==> src/rtl/noc_channel_arbiter_pkg.sv <==
// Shared types and defaults for the NoC channel arbiter and its round-robin helper.
// Default flit width and credit depth live here so the router can reuse them.
package noc_channel_arbiter_pkg;

  localparam int unsigned NocDataWidth   = 32;
  localparam int unsigned NocCreditDepth = 4;

  typedef enum logic {
    StIdle,
    StLocked
  } arb_state_e;

  function automatic int unsigned rr_next(input int unsigned idx, input int unsigned n);
    return (idx + 1) % n;
  endfunction

endpackage

==> src/rtl/noc_rr_arbiter.sv <==
// Combinational round-robin arbiter: first asserted request at index >= ptr, wrapping.
// Shared with the router switch allocator.
module noc_rr_arbiter #(
  parameter int unsigned NUM_REQ = 4,
  localparam int unsigned IdxW   = $clog2(NUM_REQ)
) (
  input  logic [NUM_REQ-1:0] req,
  input  logic [IdxW-1:0]    ptr,
  output logic [NUM_REQ-1:0] grant,
  output logic [IdxW-1:0]    grant_idx,
  output logic               grant_valid
);

  logic [IdxW-1:0] cand;

  always_comb begin
    grant       = '0;
    grant_idx   = '0;
    grant_valid = 1'b0;
    cand        = '0;
    for (int unsigned off = 0; off < NUM_REQ; off++) begin
      cand = IdxW'((32'(ptr) + off) % NUM_REQ);
      if (!grant_valid && req[cand]) begin
        grant_valid = 1'b1;
        grant_idx   = cand;
        grant[cand] = 1'b1;
      end
    end
  end

endmodule

==> src/rtl/noc_channel_arbiter.sv <==
// Wormhole, packet-locked round-robin arbiter sharing one credit-flow-controlled NoC channel.
// The flit path is purely combinational; only ownership, pointer, credits and errors are stored.
module noc_channel_arbiter
  import noc_channel_arbiter_pkg::*;
#(
  parameter int unsigned NUM_REQ      = 4,
  parameter int unsigned DATA_W       = NocDataWidth,
  parameter int unsigned CREDIT_DEPTH = NocCreditDepth
) (
  input  logic                      noc_clk,
  input  logic                      rst,
  input  logic [NUM_REQ-1:0]        req_valid,
  output logic [NUM_REQ-1:0]        req_ready,
  input  logic [NUM_REQ*DATA_W-1:0] req_flit,
  input  logic [NUM_REQ-1:0]        req_is_header,
  input  logic [NUM_REQ-1:0]        req_is_tail,
  output logic [NUM_REQ-1:0]        req_VCready,
  output logic                      out_valid,
  input  logic                      out_ready,
  output logic [DATA_W-1:0]         out_flit,
  output logic                      out_is_header,
  output logic                      out_is_tail,
  input  logic                      out_credit_ret,
  output logic                      err_protocol,
  output logic                      err_credit_ovf
);

  localparam int unsigned IdxW = $clog2(NUM_REQ);
  localparam int unsigned CntW = $clog2(CREDIT_DEPTH + 1);
  localparam logic [CntW-1:0] CntMax = CntW'(CREDIT_DEPTH);

  arb_state_e      state_q, state_d;
  logic [IdxW-1:0] owner_q, owner_d;
  logic [IdxW-1:0] rr_ptr_q, rr_ptr_d;
  logic [CntW-1:0] credit_q, credit_d;
  logic            err_protocol_q, err_protocol_d;
  logic            err_credit_ovf_q, err_credit_ovf_d;

  logic [NUM_REQ-1:0] arb_grant, owner_oh, sel_oh, foreign_mask;
  logic [IdxW-1:0]    arb_idx, sel;
  logic               arb_valid, sel_ok, has_credit, xfer;

  noc_rr_arbiter #(
    .NUM_REQ(NUM_REQ)
  ) u_rr_arbiter (
    .req        (req_valid & req_is_header),
    .ptr        (rr_ptr_q),
    .grant      (arb_grant),
    .grant_idx  (arb_idx),
    .grant_valid(arb_valid)
  );

  always_comb begin
    has_credit = (credit_q != '0);
    owner_oh   = {{(NUM_REQ-1){1'b0}}, 1'b1} << owner_q;
    if (state_q == StLocked) begin
      sel          = owner_q;
      sel_oh       = owner_oh;
      sel_ok       = req_valid[owner_q] & ~req_is_header[owner_q];
      foreign_mask = ~owner_oh;
    end else begin
      sel          = arb_idx;
      sel_oh       = arb_grant;
      sel_ok       = arb_valid;
      foreign_mask = '1;
    end
    // Credit gating on valid is what keeps the counter from underflowing.
    out_valid     = sel_ok & has_credit & ~rst;
    xfer          = out_valid & out_ready;
    req_ready     = xfer ? sel_oh : '0;
    out_flit      = req_flit[sel*DATA_W +: DATA_W];
    out_is_header = req_is_header[sel];
    out_is_tail   = req_is_tail[sel];
    req_VCready   = {NUM_REQ{has_credit}};
  end

  always_comb begin
    state_d          = state_q;
    owner_d          = owner_q;
    rr_ptr_d         = rr_ptr_q;
    credit_d         = credit_q;
    err_protocol_d   = err_protocol_q;
    err_credit_ovf_d = err_credit_ovf_q;

    if (xfer) begin
      if (state_q == StIdle) begin
        rr_ptr_d = IdxW'(rr_next(32'(sel), NUM_REQ));
        if (!out_is_tail) begin
          state_d = StLocked;
          owner_d = sel;
        end
      end else if (out_is_tail) begin
        state_d = StIdle;
      end
    end

    if (|(req_valid & ~req_is_header & foreign_mask) ||
        (state_q == StLocked && req_valid[owner_q] && req_is_header[owner_q])) begin
      err_protocol_d = 1'b1;
    end

    case ({xfer, out_credit_ret})
      2'b10:   credit_d = credit_q - CntW'(1);
      2'b01: begin
        if (credit_q == CntMax) err_credit_ovf_d = 1'b1;
        else                    credit_d = credit_q + CntW'(1);
      end
      default: ;
    endcase
  end

  always_ff @(posedge noc_clk) begin
    if (rst) begin
      state_q          <= StIdle;
      owner_q          <= '0;
      rr_ptr_q         <= '0;
      credit_q         <= CntMax;
      err_protocol_q   <= 1'b0;
      err_credit_ovf_q <= 1'b0;
    end else begin
      state_q          <= state_d;
      owner_q          <= owner_d;
      rr_ptr_q         <= rr_ptr_d;
      credit_q         <= credit_d;
      err_protocol_q   <= err_protocol_d;
      err_credit_ovf_q <= err_credit_ovf_d;
    end
  end

  assign err_protocol   = err_protocol_q;
  assign err_credit_ovf = err_credit_ovf_q;

endmodule

==> config.mk <==
export PLATFORM = sky130hd
export DESIGN_NAME = noc_channel_arbiter
export DESIGN_NICKNAME = d
export VERILOG_FILES = /design/src/rtl/noc_channel_arbiter_pkg.sv /design/src/rtl/noc_rr_arbiter.sv /design/src/rtl/noc_channel_arbiter.sv
export SDC_FILE = /design/constraint.sdc
export NUM_CORES = 1
export LEC_CHECK = 0
export BUFFER_PORTS_ARGS = -buffer_cell sky130_fd_sc_hd__buf_2
export CAP_MARGIN = 25
export CORE_MARGIN = 1.5
export CORE_UTILIZATION = 36
export DETAILED_ROUTE_END_ITERATION = 12
export HOLD_SLACK_MARGIN = 0.05
export PLACE_DENSITY_LB_ADDON = 0.2
export RECOVER_POWER = 50
export SLEW_MARGIN = 20
export SYNTH_ARGS = -nofsm -noshare
export SYNTH_HDL_FRONTEND = slang
export SYNTH_SLANG_ARGS = --single-unit
==> constraint.sdc <==
create_clock -name noc_clk -period 3.79 [get_ports noc_clk]
set_input_delay 0.9475 -clock noc_clk [delete_from_list [all_inputs] [get_ports noc_clk]]
set_output_delay 0.9475 -clock noc_clk [all_outputs]
set_load 0.01 [all_outputs]
==> flow_metrics.env <==
export IMPL_post_route_min_period_ns=3.90
export IMPL_crit_chain="buf_6 -> buf_6 -> nand2_4 -> mux4_2 -> nor2_4 -> or4b_4 -> a22oi_4 -> buf_6 -> buf_8 -> buf_12 -> nor2_4 -> a21oi_2 -> buf_2"
export IMPL_layout_area_seq_um2=200
export IMPL_maximum_number_of_pins_on_one_net_before_global_route_repair=19
export IMPL_route_vias_total=3325
export IMPL_timing_max_transition_violations_final=0
export IMPL_hold_start="err_credit_ovf$_SDFFE_PP0P_"
export IMPL_dieArea_um2=6940
export IMPL_post_drt_wl_per_cell_um=17.0
export IMPL_wire_length_of_the_first_global_routing_pass_mm=16.0
export IMPL_hold_path_class="reg2reg"
export IMPL_ys_seq_elements=10
export IMPL_rsz_0062_raised_after_global_routing="yes"
export IMPL_instances_no_fill=621
export IMPL_yosys_cell_types_count=51
export IMPL_detailed_place_hpwl_mm=7.42
export IMPL_ys_async_sr_fraction_pct=0
export IMPL_clk_latency_ns=0.23
export IMPL_placement_io_buffers=188
export IMPL_p_int_uw=927
export IMPL_grt_antenna_before_repair=1
export IMPL_avgViaCountPerCell=5.35
export IMPL_crit_family="buffers and inverters"
export IMPL_wirelength_mm=10.6
export IMPL_avg_inst_size_synth_um2=7.58
export IMPL_p_per_cell_area_nw_per_um2=361
export IMPL_power_share_clock_pct=8.4
export IMPL_slowest_stage="or4b_4"
export IMPL_worst_hold_path_endpoint="err_credit_ovf$_SDFFE_PP0P_"
export IMPL_floorplan_initialDensity_pct=37.0
export IMPL_synth_nets=459
export IMPL_detailedRoute_firstIterationViolations=204
export IMPL_first_global_vias=3231
export IMPL_worst_setup_path_type="in2out"
export IMPL_cts_buffers=3
export IMPL_min_period_over_period_pct=103
export IMPL_reg_to_reg_setup_timing_slack_ns=0.69
export IMPL_synthesis_warnings=0
export IMPL_postRouteAntennaNets=0
export IMPL_mappedNetlistArea_um2=2320
export IMPL_total_negative_setup_slacks_ns=-1.68
export IMPL_critical_path_n_buffers_inverters=6
export IMPL_max_freq_ghz=0.256
export IMPL_regToRegStartpoint="rr_ptr_q[0]$_SDFFE_PP0P_"
export IMPL_cp_required_ns=2.84
export IMPL_floorplan_die_height_um=83.3
export IMPL_routability_driven_placement_congestion_ratio=0.926
export IMPL_skew_ns=0.00207
export IMPL_failed_checks="setup timing"
export IMPL_antenna_diode_count=0
export IMPL_swShare_pct=42.0
export IMPL_timing_hold_worst_path_depth=2
export IMPL_multi_input_comb_area_um2=2240
export IMPL_n_fill_cell=527
export IMPL_power_frac_comb_pct=83.3
export IMPL_final_hold_violation_count=0
export IMPL_layout_drive_gt1_share_pct=62.9
export IMPL_setup_worst_path_end_class="output pin"
export IMPL_worstPathArrival_ns=2.96
export IMPL_postSynthCellCount=306
export IMPL_cts_sinks=10
export IMPL_critical_path_reg2reg_endpoint="owner_q[1]$_SDFFE_PP0P_"
export IMPL_drtPass1Iterations=5
export IMPL_synth_flop_cell="dfxtp_1"
export IMPL_setup_worst_path_start_class="input port"
export IMPL_finish_net_count=698
export IMPL_cts_reportedPaths_clkPinSlew_ns=0.05
export IMPL_tritoncts="done"
export IMPL_htreeDepth=1
export IMPL_die_w_um=83.3
export IMPL_cts_buffer_depth=2
export IMPL_timing_reg2reg_worst_path_depth=13
export IMPL_placed_cells=593
export IMPL_report_final_setup_viol=32
export IMPL_power_static_leakage_nw=2.21
export IMPL_post_synth_edffs=0
export IMPL_overflow=0
export IMPL_critPathMostFrequentCell="buf_6"
export IMPL_crit_path_max_fanout=7
export IMPL_max_cap_viol_count=0
export IMPL_fin_ws_ns=-0.113
export IMPL_drc=0
export IMPL_status="finished, violations left"
export IMPL_area_delta_synth_final_pct=90.9
export IMPL_pin_count=189
export IMPL_portion_of_the_post_synthesis_area_used_by_sequential_elements_pct=8.63
export IMPL_ctsRootBufferMaster="clkbuf_8"
export IMPL_global_route_usage_total_pct=28.0
export IMPL_crit_path_max_incr_delay_ns=0.56
export IMPL_core_area_um2=6280
export IMPL_timing_slew_headroom_pct=67.0
export IMPL_placementRows=29
export IMPL_power_net_switching_uw=671
export IMPL_pwr_share_seq_pct=8.3
export IMPL_tightest_slew_ns=0.483
export IMPL_vdd_drop_max_uv=288
-- metrics by stage --
stage                     cell area, um2  power (mW)  hold WS, ns  setup slack, ns  util, %
after global placement              3640        1.06        0.450           -0.189     57.9
after CTS                           4290        1.50        0.491          -0.0788     68.3
after detailed placement            3640        1.07        0.476           -0.167     57.9
final                               4430        1.60        0.491           -0.113     70.6
after floorplan                     2320       0.705        0.511          -0.0350        -
after global routing                4430        1.69        0.552           -0.160     70.6
-- per-layer routing --
layer	wire length [um]	GRT usage [%]
met5	12	0
met4	212	6.52
met3	635	4.87
met2	5210	48.6
met1	4520	36.1
-- cell usage in the layout (no fill, tap or decap), drive strengths merged, types with 3 or more instances in the layout --
cell	instances
mux2i	38
nand2	15
nor2	44
mux4	4
or3	3
nor4	3
mux2	33
dfxtp	10
a222oi	3
and2	4
nor2b	3
a22oi	3
a31oi	3
o21ai	8
ha	8
a21oi	41
buf	248
clkbuf	13
nand3	11
xnor2	3
inv	7
-- tightest hold or removal path, delay by kind of cell (launching register included) --
| family | cells | cell delay, ns |
|---|---|---|
| flops | 1 | 0.33 |
| compound gates | 1 | 0.05 |
| simple gates | 1 | 0.08 |
-- worst max path at each step --
| stage | startpoint | endpoint | slack [ns] | cells after the start |
|---|---|---|---|---|
| after CTS | req_is_header[1] | out_flit[18] | -0.08 | 13 |
| after global placement | req_is_header[3] | out_flit[15] | -0.19 | 11 |
| after detailed placement | req_valid[1] | out_flit[15] | -0.17 | 13 |
| after floorplan | req_is_header[1] | out_flit[0] | -0.03 | 9 |
| after global routing | req_valid[1] | out_flit[12] | -0.16 | 12 |
| final | req_valid[1] | out_flit[6] | -0.11 | 13 |
-- registers in the layout, indices dropped and copies added, names as in the netlist --
register,cells
credit_q,3
owner_q,2
rr_ptr_q,2
err_credit_ovf,1
err_protocol,1
state_q,1
-- logic make-up after synthesis --
logic type / count (synthesis) / synth area share (%)
xor gates and xnor gates: 4 / 1.51
DFF: 10 / 8.63
and+or+nand+nor: 95 / 19.1
buffers and inverters: 32 / 6.42
AOI/OAI and AO/OA: 81 / 22.9
adders and majority gates: 9 / 5.18
muxes: 75 / 36.3
-- timing repair --
item | in CTS | in global routing
setup endpoints to repair | 34 | 34
gates cloned | 7 | 1
gates resized for setup | 75 | 34
setup buffers | 15 | 3
hold buffers | 0 | 0
pin swaps | 9 | 5
-- Yosys cell counts (3+ instances only) --
master	number	area share, %
buf_2	11	2.4
nor2b_1	3	0.81
buf_4	4	1.3
a222oi_1	3	1.3
clkbuf_1	10	1.6
mux4_2	4	3.9
nor4_1	3	0.81
mux2i_1	38	16
inv_1	7	1.1
mux2_2	33	16
ha_1	8	4.3
and2_1	4	1.1
nand3_1	11	2.4
xnor2_1	3	1.1
or3_1	3	0.81
dfxtp_1	10	8.6
nor2_1	44	7.1
a31oi_1	3	0.81
nand2_1	15	2.4
o21ai_0	6	1.3
a21oi_1	41	8.8
-- final cells by class --
cell class	count	share of cell area, %
Inverter	7	0.593
Clock buffer	4	1.24
Timing Repair Buffer	259	40.9
Tap cell	77	2.17
Multi-Input combinational cell	264	50.6
Sequential cell	10	4.52
-- power by group through the flow --
stage | Combinational (mW) | Sequential [mW] | Clock, mW
6_report | 1.33 | 0.132 | 0.135
5_1_grt | 1.42 | 0.134 | 0.139
4_1_cts | 1.23 | 0.132 | 0.136
3_5_place_dp | 0.939 | 0.133 | 0
3_3_place_gp | 0.931 | 0.133 | 0
2_1_floorplan | 0.569 | 0.136 | 0
Note: power is estimated with default switching activity, not from simulation.
